File: src/rtl/imm_gen_pipe_pkg.sv
// Shared immediate-format selectors and pipeline state encoding for imm_gen_pipe.
// Selector values mirror the funct-style encoding driven by decode.
package imm_pkg;

  localparam logic [2:0] IMM_I   = 3'b000;
  localparam logic [2:0] IMM_S   = 3'b001;
  localparam logic [2:0] IMM_B   = 3'b010;
  localparam logic [2:0] IMM_U   = 3'b011;
  localparam logic [2:0] IMM_J   = 3'b100;
  localparam logic [2:0] IMM_SH  = 3'b101;
  localparam logic [2:0] IMM_Z   = 3'b110;
  localparam logic [2:0] IMM_RSV = 3'b111;

  localparam int SIGNED_BIT = 3;

  typedef enum logic [1:0] {
    ST_EMPTY = 2'd0,
    ST_FULL  = 2'd1,
    ST_SKID  = 2'd2
  } skid_state_e;

endpackage

File: src/rtl/imm_gen_pipe_decode.sv
// Combinational immediate extraction from instr[31:7]; zero latency, no flow control.
// err flags the reserved selector and, on RV32, a shamt with bit 5 set.
module imm_decode
  import imm_pkg::*;
#(
  parameter int IMMWIDTH = 25,
  parameter int DWIDTH   = 32
) (
  input  logic [IMMWIDTH-1:0] in_bits,
  input  logic [3:0]          imm_sel,
  output logic [DWIDTH-1:0]   imm,
  output logic                err
);

  logic              s;
  logic [DWIDTH-1:0] u_imm;

  assign s = in_bits[24];

  // U only needs an upper sign fill on RV64; RV32 has no room for it
  generate
    if (DWIDTH == 64) begin : g_u64
      assign u_imm = {{32{s}}, in_bits[24:5], 12'h000};
    end else begin : g_u32
      assign u_imm = {in_bits[24:5], 12'h000};
    end
  endgenerate

  always_comb begin
    imm = '0;
    err = 1'b0;
    case (imm_sel[2:0])
      IMM_I:   imm = {{(DWIDTH-12){s & imm_sel[SIGNED_BIT]}}, in_bits[24:13]};
      IMM_S:   imm = {{(DWIDTH-12){s}}, in_bits[24:18], in_bits[4:0]};
      IMM_B:   imm = {{(DWIDTH-12){s}}, in_bits[0], in_bits[23:18], in_bits[4:1], 1'b0};
      IMM_U:   imm = u_imm;
      IMM_J:   imm = {{(DWIDTH-20){s}}, in_bits[12:5], in_bits[13], in_bits[23:14], 1'b0};
      IMM_SH: begin
        if (DWIDTH == 64) begin
          imm = {{(DWIDTH-6){1'b0}}, in_bits[18:13]};
        end else begin
          imm = {{(DWIDTH-5){1'b0}}, in_bits[17:13]};
          err = in_bits[18];
        end
      end
      IMM_Z:   imm = {{(DWIDTH-5){1'b0}}, in_bits[12:8]};
      IMM_RSV: err = 1'b1;
    endcase
  end

endmodule

File: src/rtl/imm_gen_pipe.sv
// Registered immediate generator between decode and execute; 1-cycle latency.
// SKID=1: 2-entry skid with registered in_ready; SKID=0: single stage, in_ready = !out_valid || out_ready.
module imm_gen_pipe
  import imm_pkg::*;
#(
  parameter int IMMWIDTH = 25,
  parameter int DWIDTH   = 32,
  parameter int TAGW     = 32,
  parameter int SKID     = 1
) (
  input  logic                clk,
  input  logic                rst_n,
  input  logic                flush,
  input  logic                in_valid,
  output logic                in_ready,
  input  logic [IMMWIDTH-1:0] in_bits,
  input  logic [3:0]          imm_sel,
  input  logic [TAGW-1:0]     tag_in,
  output logic                out_valid,
  input  logic                out_ready,
  output logic [DWIDTH-1:0]   imm_out,
  output logic [TAGW-1:0]     tag_out,
  output logic                imm_err
);

  logic [DWIDTH-1:0] dec_imm;
  logic              dec_err;
  skid_state_e       state;
  logic              vld_q;
  logic              rdy_q;
  logic              accept;
  logic              to_skid;
  logic [DWIDTH-1:0] skid_imm;
  logic [TAGW-1:0]   skid_tag;
  logic              skid_err;

  imm_decode #(
    .IMMWIDTH (IMMWIDTH),
    .DWIDTH   (DWIDTH)
  ) u_decode (
    .in_bits (in_bits),
    .imm_sel (imm_sel),
    .imm     (dec_imm),
    .err     (dec_err)
  );

  assign out_valid = vld_q;
  assign in_ready  = (SKID != 0) ? rdy_q : (!vld_q || out_ready);
  assign accept    = in_valid && in_ready;
  // Only reachable with SKID=1: with SKID=0 in_ready is low whenever this holds
  assign to_skid   = (state == ST_FULL) && accept && !out_ready;

  always_ff @(posedge clk) begin
    if (!rst_n) begin
      state   <= ST_EMPTY;
      vld_q   <= 1'b0;
      rdy_q   <= 1'b1;
      imm_out <= '0;
      tag_out <= '0;
      imm_err <= 1'b0;
    end else if (flush) begin
      state <= ST_EMPTY;
      vld_q <= 1'b0;
      rdy_q <= 1'b1;
    end else begin
      case (state)
        ST_EMPTY: begin
          if (accept) begin
            imm_out <= dec_imm;
            tag_out <= tag_in;
            imm_err <= dec_err;
            state   <= ST_FULL;
            vld_q   <= 1'b1;
          end
        end
        ST_FULL: begin
          if (accept && out_ready) begin
            imm_out <= dec_imm;
            tag_out <= tag_in;
            imm_err <= dec_err;
          end else if (accept) begin
            state <= ST_SKID;
            rdy_q <= 1'b0;
          end else if (out_ready) begin
            state <= ST_EMPTY;
            vld_q <= 1'b0;
          end
        end
        ST_SKID: begin
          if (out_ready) begin
            imm_out <= skid_imm;
            tag_out <= skid_tag;
            imm_err <= skid_err;
            state   <= ST_FULL;
            rdy_q   <= 1'b1;
          end
        end
        default: state <= ST_EMPTY;
      endcase
    end
  end

  // Skid data needs no reset: it is only read once the state says it is valid
  always_ff @(posedge clk) begin
    if (to_skid) begin
      skid_imm <= dec_imm;
      skid_tag <= tag_in;
      skid_err <= dec_err;
    end
  end

endmodule

File: config.mk
export PLATFORM = sky130hd
export DESIGN_NAME = imm_gen_pipe
export DESIGN_NICKNAME = d
export VERILOG_FILES = /design/src/rtl/imm_gen_pipe_pkg.sv /design/src/rtl/imm_gen_pipe_decode.sv /design/src/rtl/imm_gen_pipe.sv
export SDC_FILE = /design/constraint.sdc
export NUM_CORES = 1
export LEC_CHECK = 0
export ABC_AREA = 1
export CAP_MARGIN = 0
export CORE_MARGIN = 5
export CORE_UTILIZATION = 55
export CTS_CLUSTER_DIAMETER = 100
export DETAILED_ROUTE_END_ITERATION = 10
export GPL_ROUTABILITY_DRIVEN = 0
export PLACE_DENSITY_LB_ADDON = 0.12
export SETUP_SLACK_MARGIN = 0.2
export SLEW_MARGIN = 0
export SYNTH_ARGS = -nofsm -noshare
export SYNTH_HDL_FRONTEND = slang
export SYNTH_SLANG_ARGS = --single-unit
File: constraint.sdc
create_clock -name clk -period 6.6 [get_ports clk]
set_input_delay 1.65 -clock clk [delete_from_list [all_inputs] [get_ports clk]]
set_output_delay 1.65 -clock clk [all_outputs]
set_load 0.005 [all_outputs]
==> flow_summary.json <==
{
  "post_cts_resized": 0,
  "diodes": 0,
  "required_ps": 7010,
  "finClkSkew_ps": 7.41,
  "nFillCells": 808,
  "synth_ff_type": "dfxtp_1",
  "synth_area_mm2": 0.00613,
  "tightest_slew_ps": 1170,
  "fp-row-count": 38,
  "ys_warn_count": 0,
  "initial_utilization": 0.563,
  "worstSetupPathType": "in2reg",
  "cts_setup_buffers": 0,
  "antenna_found_initial": 0,
  "clockBufferDepth": 2,
  "synth_cells": 766,
  "cp_max_fo": 51,
  "fin_crit_ps": 4020,
  "cp-end-kind": "register",
  "irDropWorstVdd_mv": 0.191,
  "yosysMostFrequentCell": "nand2_1",
  "drtAntennaViolNets": 0,
  "cts_made_buffers": 17,
  "ys_ff_latch": 134,
  "grt-ovfl-total": 0,
  "dr.pass1.iters": 5,
  "use_met3": 0.0491,
  "vias": 5412,
  "outcome": "finished clean",
  "busiest_layer": "met2",
  "fin_hold_ws_ps": 510,
  "cp_cell_sequence": "clkdlybuf4s50_1 > inv_2 > nand3_1 > nand2_2 > buf_4 > nor2_4 > inv_2 > nor2_1 > nor2_1",
  "gr-usage-all-layers": 0.237,
  "core-area_mm2": 0.0109,
  "grt_util_met1": 0.293,
  "dieArea_mm2": 0.0134,
  "synth_largest_area_cell": "edfxtp_1",
  "wl_per_cell_um": 15.1,
  "critPathLaunchType": "input port",
  "grt_max_degree": 87,
  "grt_pass1_wl_mm": 25.2,
  "numClockSinks": 134,
  "fmax_mhz": 249,
  "cts-root-buf": "clkbuf_8",
  "cp_data_arrival_time_ps": 4430,
  "setup_viol": 0,
  "hold_viol_final": 0,
  "post-dp-hpwl_mm": 9.87,
  "crit_buf_inv": 4,
  "slowest_delay_ps": 810,
  "max-cap-violations": 0,
  "slew_viol_final": 0,
  "synth_cell_types": 26,
  "finalWirelength_mm": 15.5,
  "netlist.area_leader.share": 0.318,
  "drc": 0,
  "synth_area_leaders": "edfxtp_1, dfxtp_1, nand2_1",
  "grt_use_met2": 0.407,
  "clkSlewWorstSetupHoldPaths_ps": 60,
  "htree_levels": 4,
  "pin_count": 133,
  "leakagePower_nw": 3.52,
  "drt-vias-per-instance": 5.27,
  "ctsHoldBuffers": 0,
  "cts_tree": "yes",
  "port_buffers": 132,
  "chipWidth_um": 116,
  "areaGrowthSynthToFinish_pct": 30.8,
  "placed_area_mm2": 0.00741,
  "period_share": 0.609,
  "min_path_type": "reg2reg",
  "grt_pass1_vias": 5295,
  "cp_slowest_cell": "nor2_4",
  "rsz0062_at_grt": "no",
  "critPathTopFamily": "buffers and inverters",
  "die_h_um": 116,
  "ys_seq_area_frac": 0.543,
  "synth_edf_count": 65,
  "stdcell_area_mm2": 0.00802,
  "final_nets": 939,
  "tns_ps": 0,
  "syn-num-nets": 832,
  "drive_above_1_share": 0.0542,
  "clk-insertion-delay-late_ps": 530,
  "slew_headroom": 0.219,
  "yosys-top-cells-count": "nand2_1, nor2_1, dfxtp_1",
  "syn_avg_cell_area_um2": 8.01,
  "drt_iter0_markers": 575,
  "power_density_mw_per_mm2": 271,
  "async_flop_share": 0
}
-- worst reg2reg max path: cells and delay by family (launching register included) --
kind          cells  cell delay [ps]
simple gates      6             1410
flops             1              470
buf+inv           2              800
-- flip-flops by register name, summed over array words and instances (netlist names) --
signal,flops
skid_imm,32
skid_err,1
imm_out,32
imm_err,1
skid_tag,32
in_ready,1
state,2
out_valid,1
tag_out,32
-- stage by stage --
step	util	cells	worst slack [ps]	power, mW
floorplan	-	766	1620	1.08
global placement	0.681	994	2170	1.21
detailed placement	0.681	994	2050	1.22
CTS	0.737	1026	2570	2.19
global route	0.737	1026	2380	2.26
finish	0.737	1026	2580	2.17
-- metal layers --
metal	wire length, um	up-vias	share of wire
li1	-	2685	-
met1	6550	2484	0.42
met2	7590	221	0.49
met3	1050	22	0.068
met4	315	0	0.020
met5	0	-	0
-- report_power, final --
part | internal [mW] | leakage (nW) | total (mW) | switching (mW)
logic | 0.134 | 2.07 | 0.270 | 0.136
clock network | 0.639 | 0.300 | 0.969 | 0.330
registers | 0.912 | 1.15 | 0.931 | 0.0192
total | 1.69 | 3.52 | 2.17 | 0.485
-- cells in the final DEF, fill, tap and decap left out, drive strengths merged, types with 4 or more instances in the layout --
cell / Yosys / final
bufinv: 0 / 4
clkdlybuf4s50: 0 / 131
nor2: 125 / 125
o21ai: 44 / 44
nand3: 16 / 16
nand2: 239 / 239
dfxtp: 69 / 69
a21oi: 30 / 30
o21bai: 25 / 25
edfxtp: 65 / 65
nor3: 26 / 26
clkbuf: 11 / 22
clkinv: 0 / 5
inv: 61 / 61
buf: 37 / 5
nand4: 16 / 16
-- worst paths after layout --
check	cells past startpoint	start	end	slack (ps)
worst min register to register	1	state[0]	out_valid	510
worst max register to register	8	state[1]	tag_out[20]	3810
worst max-delay path	9	out_ready	tag_out[20]	2580
worst min-delay path	1	state[0]	out_valid	510
-- final cells by class --
cell class | count | area [um^2] | area share
flip-flops and latches | 134 | 3330 | 0.415
multi-input cells | 523 | 2330 | 0.290
repair buffers | 136 | 1350 | 0.168
clock buffers | 22 | 463 | 0.0577
inverters | 61 | 229 | 0.0285
well taps | 140 | 175 | 0.0218
clock inverters | 10 | 150 | 0.0187
-- cell families after synthesis --
kind of cell	synth area share
AOI/OAI and AO/OA	0.0938
buffers and inverters	0.0799
DFF	0.543
and+or+nand+nor	0.283
Note: power is estimated with default switching activity, not from simulation.
